File: src/rtl/tiny16_pkg.sv
// Shared definitions for the tiny16 sequencer: opcodes, write-mux encodings,
// FSM states and the control bundle passed from the decoder to the top.
package tiny16_pkg;

   localparam logic [3:0] OP_NOP  = 4'h0;
   localparam logic [3:0] OP_MOV  = 4'h1;
   localparam logic [3:0] OP_LDL  = 4'h2;
   localparam logic [3:0] OP_LDU  = 4'h3;
   localparam logic [3:0] OP_ALU  = 4'h4;
   localparam logic [3:0] OP_LD   = 4'h5;
   localparam logic [3:0] OP_ST   = 4'h6;
   localparam logic [3:0] OP_PUSH = 4'h7;
   localparam logic [3:0] OP_POP  = 4'h8;
   localparam logic [3:0] OP_JMP  = 4'h9;
   localparam logic [3:0] OP_BZ   = 4'hA;
   localparam logic [3:0] OP_CALL = 4'hB;
   localparam logic [3:0] OP_HALT = 4'hF;

   localparam logic [1:0] IN_ALU = 2'd0;
   localparam logic [1:0] IN_MEM = 2'd1;
   localparam logic [1:0] IN_IMM = 2'd2;
   localparam logic [1:0] IN_SRC = 2'd3;

   localparam logic [3:0] REG_PC = 4'd1;
   localparam logic [3:0] REG_SP = 4'd2;
   localparam logic [3:0] REG_BA = 4'd3;
   localparam logic [3:0] REG_RA = 4'd4;

   typedef enum logic [2:0] {
      ST_FETCH,
      ST_EXEC,
      ST_MEM,
      ST_CALL2,
      ST_HALT
   } state_e;

   typedef struct packed {
      logic [3:0] src_sel;
      logic [3:0] dst_sel;
      logic       in_en;
      logic       up_en;
      logic       lo_en;
      logic       pc_inc;
      logic       sp_inc;
      logic       sp_dec;
      logic [1:0] in_sel;
      logic       mem_req;
      logic       mem_we;
      logic       addr_from_dst;
      logic       halted;
   } ctrl_t;

   function automatic logic is_mem_op(input logic [3:0] op);
      return (op == OP_LD) || (op == OP_ST) || (op == OP_PUSH) || (op == OP_POP);
   endfunction

endpackage

File: src/rtl/instr_decode.sv
// Combinational decode of the current state and IR fields into the full
// register-file / memory control bundle.
module instr_decode import tiny16_pkg::*; #(
   parameter logic [3:0] PC_IDX = REG_PC,
   parameter logic [3:0] SP_IDX = REG_SP,
   parameter logic [3:0] RA_IDX = REG_RA
) (
   input  state_e     state_i,
   input  logic [3:0] op_i,
   input  logic [3:0] rd_i,
   input  logic [3:0] rs_i,
   input  logic       z_i,
   input  logic       mem_ready_i,
   output ctrl_t      ctrl_o
);

   always_comb begin
      ctrl_o = '0;
      case (state_i)
         ST_FETCH: begin
            ctrl_o.dst_sel       = PC_IDX;
            ctrl_o.addr_from_dst = 1'b1;
            ctrl_o.mem_req       = 1'b1;
            ctrl_o.pc_inc        = mem_ready_i;
         end
         ST_EXEC: begin
            case (op_i)
               OP_MOV, OP_ALU: begin
                  ctrl_o.src_sel = rs_i;
                  ctrl_o.dst_sel = rd_i;
                  ctrl_o.in_sel  = (op_i == OP_MOV) ? IN_SRC : IN_ALU;
                  ctrl_o.in_en   = 1'b1;
               end
               OP_LDL, OP_LDU: begin
                  ctrl_o.dst_sel = rd_i;
                  ctrl_o.in_sel  = IN_IMM;
                  ctrl_o.lo_en   = (op_i == OP_LDL);
                  ctrl_o.up_en   = (op_i == OP_LDU);
               end
               OP_LD, OP_ST: begin
                  ctrl_o.src_sel = rs_i;
                  ctrl_o.dst_sel = rd_i;
               end
               OP_PUSH: begin
                  ctrl_o.src_sel = rs_i;
                  ctrl_o.dst_sel = SP_IDX;
               end
               OP_POP: begin
                  ctrl_o.src_sel = SP_IDX;
                  ctrl_o.dst_sel = SP_IDX;
                  ctrl_o.sp_inc  = 1'b1;
               end
               OP_JMP, OP_BZ: begin
                  ctrl_o.src_sel = rs_i;
                  ctrl_o.dst_sel = PC_IDX;
                  ctrl_o.in_sel  = IN_SRC;
                  ctrl_o.in_en   = (op_i == OP_JMP) || z_i;
               end
               OP_CALL: begin
                  // PC has already been incremented by the fetch, so RA gets the return address
                  ctrl_o.src_sel = PC_IDX;
                  ctrl_o.dst_sel = RA_IDX;
                  ctrl_o.in_sel  = IN_SRC;
                  ctrl_o.in_en   = 1'b1;
               end
               OP_NOP: ;
               default: ;
            endcase
         end
         ST_MEM: begin
            ctrl_o.mem_req = 1'b1;
            case (op_i)
               OP_LD: begin
                  ctrl_o.src_sel = rs_i;
                  ctrl_o.dst_sel = rd_i;
                  ctrl_o.in_sel  = IN_MEM;
                  ctrl_o.in_en   = mem_ready_i;
               end
               OP_ST, OP_PUSH: begin
                  ctrl_o.src_sel       = rs_i;
                  ctrl_o.dst_sel       = (op_i == OP_ST) ? rd_i : SP_IDX;
                  ctrl_o.addr_from_dst = 1'b1;
                  ctrl_o.mem_we        = 1'b1;
                  ctrl_o.sp_dec        = (op_i == OP_PUSH) && mem_ready_i;
               end
               OP_POP: begin
                  // address comes from src so dst can retarget rd for the write cycle
                  ctrl_o.src_sel = SP_IDX;
                  ctrl_o.dst_sel = mem_ready_i ? rd_i : SP_IDX;
                  ctrl_o.in_sel  = IN_MEM;
                  ctrl_o.in_en   = mem_ready_i;
               end
               default: ;
            endcase
         end
         ST_CALL2: begin
            ctrl_o.src_sel = rs_i;
            ctrl_o.dst_sel = PC_IDX;
            ctrl_o.in_sel  = IN_SRC;
            ctrl_o.in_en   = 1'b1;
         end
         ST_HALT: ctrl_o.halted = 1'b1;
         default: ;
      endcase
   end

endmodule

File: src/rtl/control_unit.sv
// Multi-cycle sequencer for the 16-entry register file: owns the FSM, IR and
// Z flag; the decoder turns state + IR into the control strobes.
module control_unit import tiny16_pkg::*; #(
   parameter logic [3:0] PC_IDX = REG_PC,
   parameter logic [3:0] SP_IDX = REG_SP,
   parameter logic [3:0] RA_IDX = REG_RA
) (
   input  logic        clk,
   input  logic        rst_n,
   input  logic [15:0] src,
   input  logic [15:0] dst,
   input  logic        alu_zero,
   input  logic [15:0] mem_rdata,
   input  logic        mem_ready,
   output logic        mem_req,
   output logic        mem_we,
   output logic [15:0] mem_addr,
   output logic [15:0] mem_wdata,
   output logic [3:0]  src_sel,
   output logic [3:0]  dst_sel,
   output logic        in_en,
   output logic        up_en,
   output logic        lo_en,
   output logic        pc_inc,
   output logic        sp_inc,
   output logic        sp_dec,
   output logic [1:0]  in_sel,
   output logic [7:0]  imm8,
   output logic [3:0]  alu_op,
   output logic        halted
);

   state_e      state_q, state_d;
   logic [15:0] ir_q, ir_d;
   logic        z_q, z_d;
   ctrl_t       ctrl_dec, ctrl;

   instr_decode #(
      .PC_IDX (PC_IDX),
      .SP_IDX (SP_IDX),
      .RA_IDX (RA_IDX)
   ) u_decode (
      .state_i     (state_q),
      .op_i        (ir_q[15:12]),
      .rd_i        (ir_q[11:8]),
      .rs_i        (ir_q[7:4]),
      .z_i         (z_q),
      .mem_ready_i (mem_ready),
      .ctrl_o      (ctrl_dec)
   );

   always_ff @(posedge clk or negedge rst_n) begin
      if (!rst_n) begin
         state_q <= ST_FETCH;
         ir_q    <= '0;
         z_q     <= 1'b0;
      end else begin
         state_q <= state_d;
         ir_q    <= ir_d;
         z_q     <= z_d;
      end
   end

   always_comb begin
      state_d = state_q;
      ir_d    = ir_q;
      z_d     = z_q;
      case (state_q)
         ST_FETCH: begin
            if (mem_ready) begin
               ir_d    = mem_rdata;
               state_d = ST_EXEC;
            end
         end
         ST_EXEC: begin
            if (ir_q[15:12] == OP_ALU) z_d = alu_zero;
            if (is_mem_op(ir_q[15:12]))        state_d = ST_MEM;
            else if (ir_q[15:12] == OP_CALL)   state_d = ST_CALL2;
            else if (ir_q[15:12] == OP_HALT)   state_d = ST_HALT;
            else                               state_d = ST_FETCH;
         end
         ST_MEM:   if (mem_ready) state_d = ST_FETCH;
         ST_CALL2: state_d = ST_FETCH;
         ST_HALT:  state_d = ST_HALT;
         default:  state_d = ST_FETCH;
      endcase
   end

   // Outputs are forced idle while reset is low so an in-flight request drops at once
   always_comb begin
      ctrl = '0;
      if (rst_n) ctrl = ctrl_dec;
   end

   assign mem_req   = ctrl.mem_req;
   assign mem_we    = ctrl.mem_we;
   assign mem_addr  = ctrl.addr_from_dst ? dst : src;
   assign mem_wdata = src;
   assign src_sel   = ctrl.src_sel;
   assign dst_sel   = ctrl.dst_sel;
   assign in_en     = ctrl.in_en;
   assign up_en     = ctrl.up_en;
   assign lo_en     = ctrl.lo_en;
   assign pc_inc    = ctrl.pc_inc;
   assign sp_inc    = ctrl.sp_inc;
   assign sp_dec    = ctrl.sp_dec;
   assign in_sel    = ctrl.in_sel;
   assign halted    = ctrl.halted;
   assign imm8      = ir_q[7:0];
   assign alu_op    = ir_q[3:0];

endmodule

File: config.mk
export PLATFORM = sky130hd
export DESIGN_NAME = control_unit
export DESIGN_NICKNAME = d
export VERILOG_FILES = /design/src/rtl/tiny16_pkg.sv /design/src/rtl/instr_decode.sv /design/src/rtl/control_unit.sv
export SDC_FILE = /design/constraint.sdc
export NUM_CORES = 1
export LEC_CHECK = 0
export CAP_MARGIN = 20
export CORE_MARGIN = 2
export CORE_UTILIZATION = 33
export CTS_CLUSTER_DIAMETER = 30
export DETAILED_ROUTE_END_ITERATION = 10
export PLACE_DENSITY = 0.88
export REMOVE_ABC_BUFFERS = 1
export SLEW_MARGIN = 25
export SYNTH_ARGS = -nofsm -noshare
export SYNTH_HDL_FRONTEND = slang
export SYNTH_SLANG_ARGS = --single-unit
File: constraint.sdc
create_clock -name clk -period 2 [get_ports clk]
set_clock_uncertainty 0.1 [all_clocks]
set_input_delay 0.4 -clock clk [delete_from_list [all_inputs] [get_ports clk]]
set_output_delay 0.4 -clock clk [all_outputs]
set_load 0.05 [all_outputs]
==> results_dict.tcl, run 1 <==
set metrics [dict create \
    final_antenna_net_count 0 \
    yosys_warnings 0 \
    hold_path.class "input port to async pin" \
    root_buffer "clkbuf_8" \
    port_buffers 114 \
    switchingPower_mw 3.06 \
    max-vdd-ir-drop_uv 1280 \
    synth_cell_types 45 \
    period_share_pct 134 \
    final_util_pct 79.5 \
    final_area_mm2 0.00411 \
    drive_gt1_share_pct 59.4 \
    fin_ws_ns -0.674 \
    critPathKind "flip-flop to output pin" \
    clk_latency_ns 0.27 \
    cp.required_ns 1.50 \
    placed_cell_area_mm2 0.00337 \
    vias_per_cell 5.68 \
    avgSynthCellArea_um2 8.76 \
    hold_violations 0 \
    gp_congestion 1.01 \
    drc 0 \
    path_max_fanout 4 \
    dp.cells 388 \
    tns_ns -16.42 \
    internal_power_mw 3.12 \
    powerDensity_mw_per_mm2 1500 \
    max_cap_violations 0 \
    die_w_um 77.6 \
    row_count 26 \
    ys.flop_type "dfrtp_1" \
    worstPathArrival_ns 2.17 \
    finalCriticalPeriod_ns 2.67 \
    slew_headroom_pct 66.7 \
    synth-edff-count 0 \
    failed_checks "setup timing" \
    clk_pin_slew_ns 0.08 \
    fin_hold_ws_ns 0.163 \
    status "complete, but fails checks" \
    timing.final.max_slew_violations 0 \
    synthToLayoutAreaGrowth_pct 130 \
    htree_levels 1 \
    setup_viol 33 \
    clk_path_buf_depth 2 \
    grt_pass1_wl_um 12000 \
    finalNonFillerCells 415 \
    seqPwrFrac_pct 12.7 \
    worst_pin_slew_ns 0.498 \
    endpoint_kind "output pin" \
    cts_tree "yes" \
    synth_seq_cells 20 \
    power_frac_comb_pct 82.1 \
    synth_seq_area_share_pct 28.0 \
    cp-start-kind "flip-flop" \
    dr.pass1.iters 5 \
    wl_per_cell_um 21.7 \
    routed_wl_um 8990 \
    core-area_mm2 0.00517 \
    num_io_pins 115 \
    drtIter0Drc 234 \
    antenna_found_initial 0 \
    post-place-ws_ns -0.447 \
    synth_cells 204 \
    rsz0062_at_grt "yes" \
    dieArea_mm2 0.00602 \
    synthesis.area_mm2 0.00179 \
    grt_overflow_total 0 \
    grt_pass1_vias 2257 \
    grt_max_degree 21 \
    track_usage_pct 25.3 \
    p_leak_nw 1.79 \
    power_mw 6.18 \
    num_vias 2359 \
    async_flop_share_pct 100 \
    diodes 0 \
    pwr-share-clk_pct 5.2 \
    cts_sinks 20 \
    start_util_pct 34.6 \
    die_h_um 77.6 \
    layout.nets 398 \
    cts_made_buffers 3 \
    swShare_pct 49.5 \
    cts_hold_buf 0 \
    post-dp-hpwl_um 5180 \
    fmax_ghz 0.374 \
]
## sequential cells by signal, summed over array words and instances (netlist names)
name	count
z_q	1
state_q	3
ir_q	16
## power by group through the flow
| stage | clock network, mW | registers [mW] | logic, mW |
|---|---|---|---|
| floorplan | 0 | 1.30 | 1.52 |
| global placement | 0 | 0.747 | 3.68 |
| detailed placement | 0 | 0.761 | 3.75 |
| CTS | 0.327 | 0.767 | 4.35 |
| global route | 0.344 | 0.807 | 5.18 |
| finish | 0.323 | 0.784 | 5.07 |
## area by class of cell
class | instances | area (um^2)
Multi-Input combinational cell | 136 | 1270
Fill cell | 280 | 1060
Timing Repair Buffer | 181 | 2180
Sequential cell | 20 | 502
Clock buffer | 4 | 55.1
Inverter | 4 | 15.0
Tap cell | 70 | 87.6
## synthesized netlist by cell type (2+ instances only)
library cell	number	share of area (%)
buf_4	30	13
mux2_2	27	17
dfrtp_1	20	28
nor2_1	14	2.9
nand2_1	13	2.7
o21ai_0	13	3.6
a21oi_1	10	2.8
buf_2	7	2.0
clkbuf_1	6	1.3
mux2_1	5	3.1
o22ai_1	5	1.7
inv_1	4	0.84
nor3_1	4	1.1
and3_1	3	1.0
nand2b_1	3	1.0
nand3_1	3	0.84
nand4_1	3	1.0
nor2b_1	3	1.0
nor3b_1	3	1.3
and2_1	2	0.70
and3b_1	2	0.98
## path summary, 6_finish.rpt
check | start | end | slack [ns] | cells after the start
worst max-delay path | ir_q[12]$_DFFE_PN0P_ | src_sel[1] | -0.67 | 8
min in group clk | z_q$_DFFE_PN0P_ | z_q$_DFFE_PN0P_ | 0.42 | 1
max in group asynchronous | rst_n | ir_q[15]$_DFFE_PN0P_ | 1.37 | 3
worst min-delay path | rst_n | ir_q[13]$_DFFE_PN0P_ | 0.16 | 2
worst min register to register | z_q$_DFFE_PN0P_ | z_q$_DFFE_PN0P_ | 0.42 | 1
worst max register to register | ir_q[12]$_DFFE_PN0P_ | state_q[1]$_DFFE_PN0P_ | 0.10 | 5
## placed cells by master (no fill, tap or decap), drive strengths merged, types with 2 or more instances in the layout
master / instances
o22ai: 5
and3: 3
nand4: 3
and2: 2
inv: 4
nand2b: 3
dfrtp: 20
mux2: 32
clkbuf: 7
nand2: 13
nand3: 3
buf: 126
o221ai: 2
nor3b: 4
o21ai: 13
clkdlybuf4s50: 51
and3b: 2
nor2: 14
nor3: 4
a21oi: 11
nor2b: 3
## cell families after synthesis
family,synth area share (%)
simple gates,18.5
buf+inv,16.9
compound gates,16.0
mux,20.2
flops,28.0
fa+ha+maj,0.560
## metal layers
metal	up-vias	GRT usage [%]	routed length (um)	part of all wire [%]
met4	0	8.04	352	3.9
li1	986	-	-	-
met2	214	46.8	4600	51
met5	-	0	0	0
met1	1110	28.2	3100	34
met3	49	6.05	945	11
## critical path, stage by stage (launching register included)
cell	delay [ns]
dfrtp_1	0.41
or4b_4	0.58
buf_6	0.15
buf_6	0.12
a21oi_2	0.10
o21ai_1	0.08
a21oi_1	0.19
buf_4	0.16
buf_12	0.12
## timing repair
action,CTS,global route
pin swaps,10,12
setup endpoints to repair,35,34
resized for setup,92,34
setup buffers,7,14
gates cloned,1,2
(Power assumes the default switching activity.)
==> run 2: changes to the inputs <==
--- a/config.mk
+++ b/config.mk
@@ -10,9 +10,9 @@
 export CORE_UTILIZATION = 33
 export CTS_CLUSTER_DIAMETER = 30
 export DETAILED_ROUTE_END_ITERATION = 10
-export PLACE_DENSITY = 0.88
+export PLACE_DENSITY = 0.77
 export REMOVE_ABC_BUFFERS = 1
-export SLEW_MARGIN = 25
+export SETUP_SLACK_MARGIN = 0.02
 export SYNTH_ARGS = -nofsm -noshare
 export SYNTH_HDL_FRONTEND = slang
 export SYNTH_SLANG_ARGS = --single-unit
==> run 2 against run 1 <==
  * The run still ends with setup timing left
  * Global-route usage up 0.96 points
  * Critical path depth shrank 2
  * Count of clock-buffer cells in the layout stayed put
  * Routed wire length shrank 4.6%
  * Clock power barely moved
  * Hold slack worse by 0.0026 ns
  * Core utilization increased by 1.7 points
  * First-iteration DRC count decreased by 43%
  * Non-clock buffer count is 7 higher
  * Sequential cell count unchanged
  * Critical path type unchanged
==> results_dict.tcl, run 2 (synthesis results as in run 1) <==
set metrics [dict create \
    ff2ff_setup_slack_ns 0.02 \
    final_common_cell "buf_4" \
    rsz0062_at_grt "yes" \
    start_util_pct 34.6 \
    post-dp-hpwl_um 5250 \
    timing.final.max_slew_violations 0 \
    clk_pin_slew_ns 0.08 \
    routed_wl_um 8580 \
    rr_startpoint "ir_q[12]$_DFFE_PN0P_" \
    powerDensity_mw_per_mm2 1500 \
    critPathKind "flip-flop to output pin" \
    regMostFlops "ir_q" \
    top_layer "met4" \
    route.met3.wl_um 622 \
    cp-start-kind "flip-flop" \
    endpoint_kind "output pin" \
    crit_buf_inv 2 \
    layout.nets 405 \
    num_io_pins 115 \
    dr.pass1.iters 4 \
    critPathTopFamily "simple AND/OR/NAND/NOR gates" \
    dp.cells 392 \
    diodes 0 \
    failed_checks "setup timing" \
    path_max_fanout 4 \
    grt_overflow_total 0 \
    final_util_pct 81.3 \
    root_buffer "clkbuf_8" \
    synthToLayoutAreaGrowth_pct 135 \
    grt_pass1_vias 2393 \
    cp.required_ns 1.50 \
    cp_slowest_cell "or4b_4" \
    period_share_pct 133 \
    track_usage_pct 26.3 \
    drive_gt1_share_pct 62.5 \
    p_leak_nw 1.86 \
    critPathMaxStageDelay_ns 0.59 \
    worstPathArrival_ns 2.17 \
    vias_per_cell 5.33 \
    port_buffers 114 \
    fin_hold_ws_ns 0.161 \
    hold_violations 0 \
    slew_headroom_pct 66.7 \
    cts_made_buffers 3 \
    grt_pass1_wl_um 12400 \
    die_h_um 77.6 \
    grt_max_degree 17 \
    gp_congestion 0.898 \
    num_vias 2250 \
    wl_per_cell_um 20.3 \
    tns_ns -14.66 \
    antenna_found_initial 0 \
    finalCriticalPeriod_ns 2.67 \
    hold_path.class "input port to async pin" \
    clk_latency_ns 0.27 \
    fin_ws_ns -0.666 \
    largest_register_ffs 16 \
    top_regs "ir_q (16), state_q (3), z_q (1)" \
    drt-met1-wl_um 3200 \
    fmax_ghz 0.375 \
    max_cap_violations 0 \
    reg2reg_to "state_q[1]$_DFFE_PN0P_" \
    max-vdd-ir-drop_uv 1090 \
    core-area_mm2 0.00517 \
    status "complete, but fails checks" \
    final_cell_mix "58 x buf_4, 49 x clkdlybuf4s50_1, 36 x buf_12, 25 x buf_6, 19 x dfrtp_1" \
    clk_path_buf_depth 2 \
    die_w_um 77.6 \
    drtIter0Drc 134 \
    htree_levels 1 \
    row_count 26 \
    worst_pin_slew_ns 0.499 \
    final_antenna_net_count 0 \
    cts_sinks 20 \
    setup_viol 34 \
    cts_tree "yes" \
    crit_chain "or4b_4, o221ai_2, nand4_1, a31oi_1, buf_4, buf_12" \
    dieArea_mm2 0.00602 \
    finalNonFillerCells 422 \
    drc 0 \
    wl_met2_um 4500 \
    worst-r2r-cell-count 6 \
]
run 2: cell types whose count changed in the layout (fill, tap and decap cells not counted), sizes merged:
cell / previous run / this run
clkdlybuf4s50: 51 / 49
clkbuf: 7 / 5
inv: 4 / 3
dlygate4sd2: 1 / 2
dlymetal6s2s: 0 / 1
clkinvlp: 0 / 1
buf: 126 / 135
run 2: worst reg2reg max path, stage by stage, from the launching register on:
cell	delay [ns]
dfrtp_1	0.41
or4b_4	0.59
buf_4	0.16
buf_6	0.10
buf_6	0.12
a311o_1	0.31
a21oi_1	0.12
run 2: per-layer routing:
metal,up-vias,track usage (%)
met5,-,0
met4,0,7.86
met3,24,4.88
met2,151,49.8
met1,1077,29.3
li1,998,-
run 2: report_power, final:
group	switching [mW]	total (mW)	internal [mW]
Clock	0.146	0.322	0.176
Combinational	2.78	5.21	2.43
Sequential	0.166	0.769	0.603
Total	3.09	6.30	3.21
run 2: worst max-delay path by stage:
stage / from / endpoint / slack (ns) / depth (start not counted)
floorplan: ir_q[14]$_DFFE_PN0P_ / dst_sel[2] / -0.91 / 4
global placement: rst_n / mem_addr[11] / -0.41 / 6
detailed placement: rst_n / mem_addr[3] / -0.46 / 6
CTS: ir_q[15]$_DFFE_PN0P_ / dst_sel[2] / -0.61 / 7
global route: ir_q[12]$_DFFE_PN0P_ / dst_sel[2] / -0.75 / 6
finish: ir_q[12]$_DFFE_PN0P_ / dst_sel[2] / -0.67 / 6
run 2: cell type report:
type                    count  area [um^2]
repair buffers            188         2230
multi-input cells         136         1310
fillers                   273          970
flip-flops and latches     20          502
well taps                  70         87.6
clock buffers               4         55.1
inverters                   4         21.3
run 2: metrics by stage:
| step | area, um^2 | setup slack, ns | power [mW] |
|---|---|---|---|
| final | 4200 | -0.666 | 6.30 |
| after detailed placement | 3400 | -0.464 | 4.57 |
| after global placement | 3400 | -0.410 | 4.48 |
| after CTS | 4060 | -0.605 | 5.86 |
| after global routing | 4200 | -0.753 | 6.53 |
| after floorplan | 1500 | -0.908 | 2.82 |
run 2: repair_timing:
item,CTS,global route
pin swaps,19,20
buffers inserted,17,14
resized for setup,114,39
cloned,2,1
hold buffers,0,0
endpoints found under the setup margin,35,35
